**src/rtl/spram_arbiter_if.sv**
```systemverilog
// rtl/spram_arbiter_if.sv - requester-side bus for the shared SPRAM bank (fetch port A, load/store port B)
interface spram_arbiter_if;
    logic        a_req;
    logic [13:0] a_addr;
    logic        a_gnt;
    logic        a_rvalid;
    logic [31:0] a_rdata;

    logic        b_req;
    logic        b_we;
    logic [3:0]  b_be;
    logic [13:0] b_addr;
    logic [31:0] b_wdata;
    logic        b_gnt;
    logic        b_rvalid;
    logic [31:0] b_rdata;

    modport master (
        output a_req, a_addr,
        input  a_gnt, a_rvalid, a_rdata,
        output b_req, b_we, b_be, b_addr, b_wdata,
        input  b_gnt, b_rvalid, b_rdata
    );

    modport slave (
        input  a_req, a_addr,
        output a_gnt, a_rvalid, a_rdata,
        input  b_req, b_we, b_be, b_addr, b_wdata,
        output b_gnt, b_rvalid, b_rdata
    );
endinterface

```
**src/rtl/spram_arbiter.sv**
```systemverilog
// rtl/spram_arbiter.sv - round-robin fetch/LSU arbiter for a 32-bit SPRAM bank with standby power management
module spram_arbiter #(
    parameter int IDLE_CYCLES = 16,
    parameter int WAKE_CYCLES = 1
) (
    input  logic             clk,
    input  logic             rst_n,
    spram_arbiter_if.slave   bus,
    output logic [13:0]      ram_addr,
    output logic [31:0]      ram_datain,
    output logic [7:0]       ram_maskwren,
    output logic             ram_wren,
    output logic             ram_cs,
    output logic             ram_standby,
    input  logic [31:0]      ram_dataout,
    output logic [1:0]       pm_state
);

    // A zero-width counter is not legal, so the disabled case keeps one bit
    localparam int          IW        = (IDLE_CYCLES > 0) ? $clog2(IDLE_CYCLES + 1) : 1;
    localparam logic [IW-1:0] IDLE_LAST = IW'(IDLE_CYCLES - 1);
    localparam logic [IW-1:0] IDLE_SAT  = '1;
    localparam logic [3:0]  WAKE_LAST = 4'(WAKE_CYCLES - 1);

    typedef enum logic [1:0] {
        ST_ACTIVE  = 2'd0,
        ST_STANDBY = 2'd1,
        ST_WAKE    = 2'd2
    } pm_state_t;

    pm_state_t     state, state_next;
    logic [IW-1:0] idle_cnt, idle_next;
    logic [3:0]    wake_cnt, wake_next;
    logic          last_b;      // 1 = port B was granted most recently
    logic          a_rvalid_q, b_rvalid_q;
    logic          grant_a, grant_b, serve, any_req;

    // Grant decode: only in ACTIVE, tie goes to the port that did not win last;
    // reset gating keeps grants and RAM strobes low while rst_n is held
    always_comb begin
        any_req = bus.a_req | bus.b_req;
        serve   = rst_n && (state == ST_ACTIVE);
        grant_a = serve && bus.a_req && (!bus.b_req || last_b);
        grant_b = serve && bus.b_req && (!bus.a_req || !last_b);
    end

    // Power-management next state: idle countdown to STANDBY, wake on demand
    always_comb begin
        state_next = state;
        idle_next  = idle_cnt;
        wake_next  = wake_cnt;
        case (state)
            ST_ACTIVE: begin
                if (any_req) begin
                    idle_next = '0;
                end else if ((IDLE_CYCLES > 0) && (idle_cnt == IDLE_LAST)) begin
                    state_next = ST_STANDBY;
                    idle_next  = '0;
                end else if (idle_cnt != IDLE_SAT) begin
                    idle_next = idle_cnt + IW'(1);
                end
            end
            ST_STANDBY: begin
                if (any_req) begin
                    state_next = ST_WAKE;
                    wake_next  = 4'd0;
                end
            end
            ST_WAKE: begin
                if (wake_cnt == WAKE_LAST) begin
                    state_next = ST_ACTIVE;
                end else begin
                    wake_next = wake_cnt + 4'd1;
                end
            end
            default: state_next = ST_ACTIVE;
        endcase
    end

    // State, counters, round-robin pointer and read-valid pipeline registers
    always_ff @(posedge clk or negedge rst_n) begin
        if (!rst_n) begin
            state      <= ST_ACTIVE;
            idle_cnt   <= '0;
            wake_cnt   <= 4'd0;
            last_b     <= 1'b1;
            a_rvalid_q <= 1'b0;
            b_rvalid_q <= 1'b0;
        end else begin
            state      <= state_next;
            idle_cnt   <= idle_next;
            wake_cnt   <= wake_next;
            if (grant_b) begin
                last_b <= 1'b1;
            end else if (grant_a) begin
                last_b <= 1'b0;
            end
            a_rvalid_q <= grant_a;
            b_rvalid_q <= grant_b && !bus.b_we;
        end
    end

    // RAM control: winner's address, write data and byte-to-nibble mask expansion
    always_comb begin
        ram_cs       = grant_a | grant_b;
        ram_wren     = grant_b & bus.b_we;
        ram_addr     = grant_b ? bus.b_addr : bus.a_addr;
        ram_datain   = bus.b_wdata;
        ram_maskwren = 8'h00;
        if (ram_wren) begin
            for (int i = 0; i < 4; i++) begin
                ram_maskwren[2*i +: 2] = {2{bus.b_be[i]}};
            end
        end
    end

    assign ram_standby  = (state == ST_STANDBY);
    assign pm_state     = state;
    assign bus.a_gnt    = grant_a;
    assign bus.b_gnt    = grant_b;
    assign bus.a_rvalid = a_rvalid_q;
    assign bus.b_rvalid = b_rvalid_q;
    assign bus.a_rdata  = ram_dataout;
    assign bus.b_rdata  = ram_dataout;

endmodule

```
**src/flat_wrapper.sv**
```systemverilog
// flat-port wrapper written by rule: the top's interface ports become plain ports
module spram_arbiter_flat 
#(
    parameter int IDLE_CYCLES = 16,
    parameter int WAKE_CYCLES = 1
)
  (clk, rst_n, ram_addr, ram_datain, ram_maskwren, ram_wren, ram_cs, ram_standby, ram_dataout, pm_state, bus_a_req, bus_a_addr, bus_a_gnt, bus_a_rvalid, bus_a_rdata, bus_b_req, bus_b_we, bus_b_be, bus_b_addr, bus_b_wdata, bus_b_gnt, bus_b_rvalid, bus_b_rdata);
  spram_arbiter_if bus_i ();
  input  logic clk;
  input  logic rst_n;
  output logic [13:0] ram_addr;
  output logic [31:0] ram_datain;
  output logic [7:0] ram_maskwren;
  output logic ram_wren;
  output logic ram_cs;
  output logic ram_standby;
  input  logic [31:0] ram_dataout;
  output logic [1:0] pm_state;
  input wire logic [$bits(bus_i.a_req)-1:0] bus_a_req;
  input wire logic [$bits(bus_i.a_addr)-1:0] bus_a_addr;
  output wire logic [$bits(bus_i.a_gnt)-1:0] bus_a_gnt;
  output wire logic [$bits(bus_i.a_rvalid)-1:0] bus_a_rvalid;
  output wire logic [$bits(bus_i.a_rdata)-1:0] bus_a_rdata;
  input wire logic [$bits(bus_i.b_req)-1:0] bus_b_req;
  input wire logic [$bits(bus_i.b_we)-1:0] bus_b_we;
  input wire logic [$bits(bus_i.b_be)-1:0] bus_b_be;
  input wire logic [$bits(bus_i.b_addr)-1:0] bus_b_addr;
  input wire logic [$bits(bus_i.b_wdata)-1:0] bus_b_wdata;
  output wire logic [$bits(bus_i.b_gnt)-1:0] bus_b_gnt;
  output wire logic [$bits(bus_i.b_rvalid)-1:0] bus_b_rvalid;
  output wire logic [$bits(bus_i.b_rdata)-1:0] bus_b_rdata;
  assign bus_i.a_req = bus_a_req;
  assign bus_i.a_addr = bus_a_addr;
  assign bus_a_gnt = bus_i.a_gnt;
  assign bus_a_rvalid = bus_i.a_rvalid;
  assign bus_a_rdata = bus_i.a_rdata;
  assign bus_i.b_req = bus_b_req;
  assign bus_i.b_we = bus_b_we;
  assign bus_i.b_be = bus_b_be;
  assign bus_i.b_addr = bus_b_addr;
  assign bus_i.b_wdata = bus_b_wdata;
  assign bus_b_gnt = bus_i.b_gnt;
  assign bus_b_rvalid = bus_i.b_rvalid;
  assign bus_b_rdata = bus_i.b_rdata;
  spram_arbiter #(.IDLE_CYCLES(IDLE_CYCLES), .WAKE_CYCLES(WAKE_CYCLES)) u_core (.clk(clk), .rst_n(rst_n), .bus(bus_i), .ram_addr(ram_addr), .ram_datain(ram_datain), .ram_maskwren(ram_maskwren), .ram_wren(ram_wren), .ram_cs(ram_cs), .ram_standby(ram_standby), .ram_dataout(ram_dataout), .pm_state(pm_state));
endmodule
```
**config.mk**
```make
export PLATFORM = sky130hd
export DESIGN_NAME = spram_arbiter_flat
export DESIGN_NICKNAME = d
export VERILOG_FILES = /design/src/rtl/spram_arbiter_if.sv /design/src/rtl/spram_arbiter.sv /design/src/flat_wrapper.sv
export SDC_FILE = /design/constraint.sdc
export NUM_CORES = 1
export LEC_CHECK = 0
export ABC_AREA = 1
export CORE_AREA = 2 2 88 90
export DETAILED_ROUTE_END_ITERATION = 8
export DIE_AREA = 0 0 90 92
export PLACE_DENSITY = 0.77
export SYNTH_ARGS = -nofsm -noshare
export SYNTH_HDL_FRONTEND = slang
export SYNTH_SLANG_ARGS = --single-unit
```
**constraint.sdc**
```tcl
create_clock -name clk -period 2 [get_ports clk]
set_input_delay 0.5 -clock clk [delete_from_list [all_inputs] [get_ports clk]]
set_output_delay 0.5 -clock clk [all_outputs]
set_load 0.01 [all_outputs]
```
==> run summary <==
Result of the run: finished, violations left
Violated checks: negative setup slack
Minimum setup slack among reg-to-reg paths: 380 ps
Fraction of post-synthesis cell area in the top cell type by area: 0.426
Top cells by count, synth: 100 x buf_4, 70 x nand2_1, 19 x inv_1, 13 x dfrtp_1, 10 x nand3_1
Worst hold slack: 426 ps
Met3 routing resource usage after global routing: 0.0551
Unrepaired setup endpoints after global routing: yes
Peak ir drop on the vdd network: 0.146 mV
Number of H-tree branching levels: 1
Die Y: 92 µm
Depth of the most critical reg-to-reg path: 10
Most area-consuming cells after synthesis: buf_4 43%, dfrtp_1 18%, nand2_1 15%
Unique cell type count in the Yosys netlist: 21
Static Leakage: 0.00103 µW
Antenna diode count: 0
Global placer's final weighted congestion: 0.824
Arrival time at the worst endpoint: 1530 ps
Cell count after synthesis: 253
Critical path startpoint category: register
Met2 Use GR: 0.218
Grt total ovfl: 0
Crit Reg-Reg Startpoint: u_core.pm_state[0]
Horizontal die dimension: 90 µm
Layer with the highest usage after global routing: met2
Required time reported for the critical path endpoint: 1500 ps
Via count: 1357
Share of the clock period used by the worst path: 1.02
TritonCTS clock tree: built
Endpoints failing setup: 11
Fraction of layout instances using a drive strength above 1: 0.357
Post-route clock skew: 0.679 ps
Global-route total usage across every layer: 0.107
Global-route wire length before repair: 6900 µm
Number of storage elements in the synthesis netlist: 14
Total detailed-routing wirelength: 4790 µm
Antenna Violating Nets Remaining: 0
Overall die area: 0.00828 mm²
Count of flip-flops with a built-in enable after synthesis: 0
GR Layer Usage met1: 0.0938
Number of remaining DRC errors: 0
Post-synthesis cell area: 0.00176 mm²
Post-layout worst setup margin: -34.6 ps
Post-layout min period: 2030 ps
Number of global-route vias before repair: 1320
Total power divided by cell area: 388 mW/mm²
Reported max-cap violation count: 0
Detailed-route wire length per cell: 14.0 µm
Clk pin slew, worst setup/hold paths: 60 ps
Standard-cell rows: 32
Antenna violations before repair: 0
Worst slew pin tran: 296 ps
Number of search-and-repair iterations in the first detailed-routing pass: 4
Initial detailed-routing violation count: 25
Clock insertion delay at the later pin of the skew report: 240 ps
Max Transition Viols Final: 0
Async S/R FF share, synth: 1.00
Power, Total: 821 µW
Largest net degree at the start of global routing: 16
Number of CTS-inserted buffers: 3
Most instantiated flip-flop cell in the synthesis netlist: dfrtp_1
Max Clock Freq: 492 MHz
Io pins: 228
Syn Area/Cell: 6.97 µm²
Dominant cell type by area after synthesis: buf_4
Nets: 349
Starting Density: 0.237
Core region area: 0.00745 mm²
Final Hold Viols: 0
Share of synthesized area occupied by flip-flops and latches: 0.199
Root buffer cell: clkbuf_8
Number of standard cells in the layout, taps in and fillers out: 343
Number of warnings issued by yosys: 0
Number of vias per cell after detailed routing: 3.96
Number of clock sinks: 14
Destination of the worst register-to-register timing path: u_core.pm_state[1]
Worst slew margin relative to its limit: 0.803
Max clock buf depth: 2
Post-place setup slack: -642 ps
Type of the worst setup path: register to output port
Layout-stage area growth over the synthesis result: 20.2%
Worst setup EP type: output port
Crit Path Max Fanout: 8
Hpwl dp: 3710 µm
Net count of the mapped netlist: 360
Library cell with the highest instance count after synthesis: buf_4
Quantity of I/O buffers inserted on ports: 67
Class of the tightest hold or removal check: primary input to asynchronous set/reset pin
Number of placed cells counting well taps: 334
==> state kept, by name, indices dropped and copies added, names as in the netlist <==
register	count
u_core.bus.a_rvalid	1
u_core.bus.b_rvalid	1
u_core.idle_cnt	5
u_core.last_b	1
u_core.pm_state	2
u_core.wake_cnt	4
==> layout make-up <==
class                           instances  area [µm²]
Clock buffer                            4        45.0
Inverter                               21        83.8
Fill cell                             808        5330
Timing Repair Buffer                   87         811
Multi-Input combinational cell        115         699
Sequential cell                        14         352
Tap cell                              102         128
==> critical path: stages, from the launching register on <==
cell and delay, ps:
dfrtp_1 390, inv_2 80, ha_4 150, nand4_4 130, inv_6 150, buf_12 150
nand2_2 50, nand2_1 60, buf_2 130
==> placed cells by master (no fill, tap or decap), types with 4 or more instances in the layout <==
cell type,count
buf_2,11
buf_4,17
buf_6,13
clkdlybuf4s50_1,37
dfrtp_1,13
dlygate4sd2_1,5
ha_1,5
inv_1,16
inv_2,4
nand2_1,50
nand2_2,14
nand2_4,5
nand3_1,10
nor2_1,4
nor2_4,4
o21ai_1,5
==> repair_timing <==
item                       4_1_cts  5_1_grt
cloned                           1        0
gates resized for setup        123       35
pin swaps                        2        6
hold buffers                     0        0
setup buffers                    1        3
setup endpoints to repair       27       26
==> metrics by stage <==
step	cell area (µm²)	TNS (ps)	utilization
final	2120	-134	0.284
after global routing	2120	-1640	0.284
after CTS	1960	-441	0.263
after detailed placement	1930	-15760	0.259
after global placement	1930	-15300	0.259
after floorplan	1780	-51.0	-
==> power breakdown <==
group	switching, µW	internal, µW
logic	128	157
clock network	99.4	141
registers	4.13	292
total	231	590
==> kinds of logic after synthesis <==
logic type                 synth area share
buffers and inverters                 0.483
and+or+nand+nor                       0.223
DFF                                   0.199
AOI/OAI and AO/OA                    0.0376
adders and majority gates            0.0426
xor gates and xnor gates             0.0149
==> routing by layer <==
layer  part of all wire  wire, µm  vias to the layer above
li1                   -         -                      647
met1               0.30      1420                      597
met2               0.58      2780                      109
met4             0.0040        19                        0
met5                  0         0                        -
met3               0.12       572                        4
==> worst max-delay path by stage <==
| stage | cells past startpoint | slack [ps] | startpoint | to |
|---|---|---|---|---|
| floorplan | 8 | -20 | u_core.pm_state[0] | ram_maskwren[3] |
| global placement | 6 | -630 | rst_n | ram_maskwren[4] |
| detailed placement | 6 | -640 | rst_n | ram_maskwren[4] |
| CTS | 7 | -80 | u_core.pm_state[0] | ram_maskwren[4] |
| global route | 8 | -110 | u_core.pm_state[1] | ram_addr[10] |
| finish | 8 | -30 | u_core.pm_state[0] | ram_addr[10] |
No activity file was read; power rests on OpenSTA's default activity.
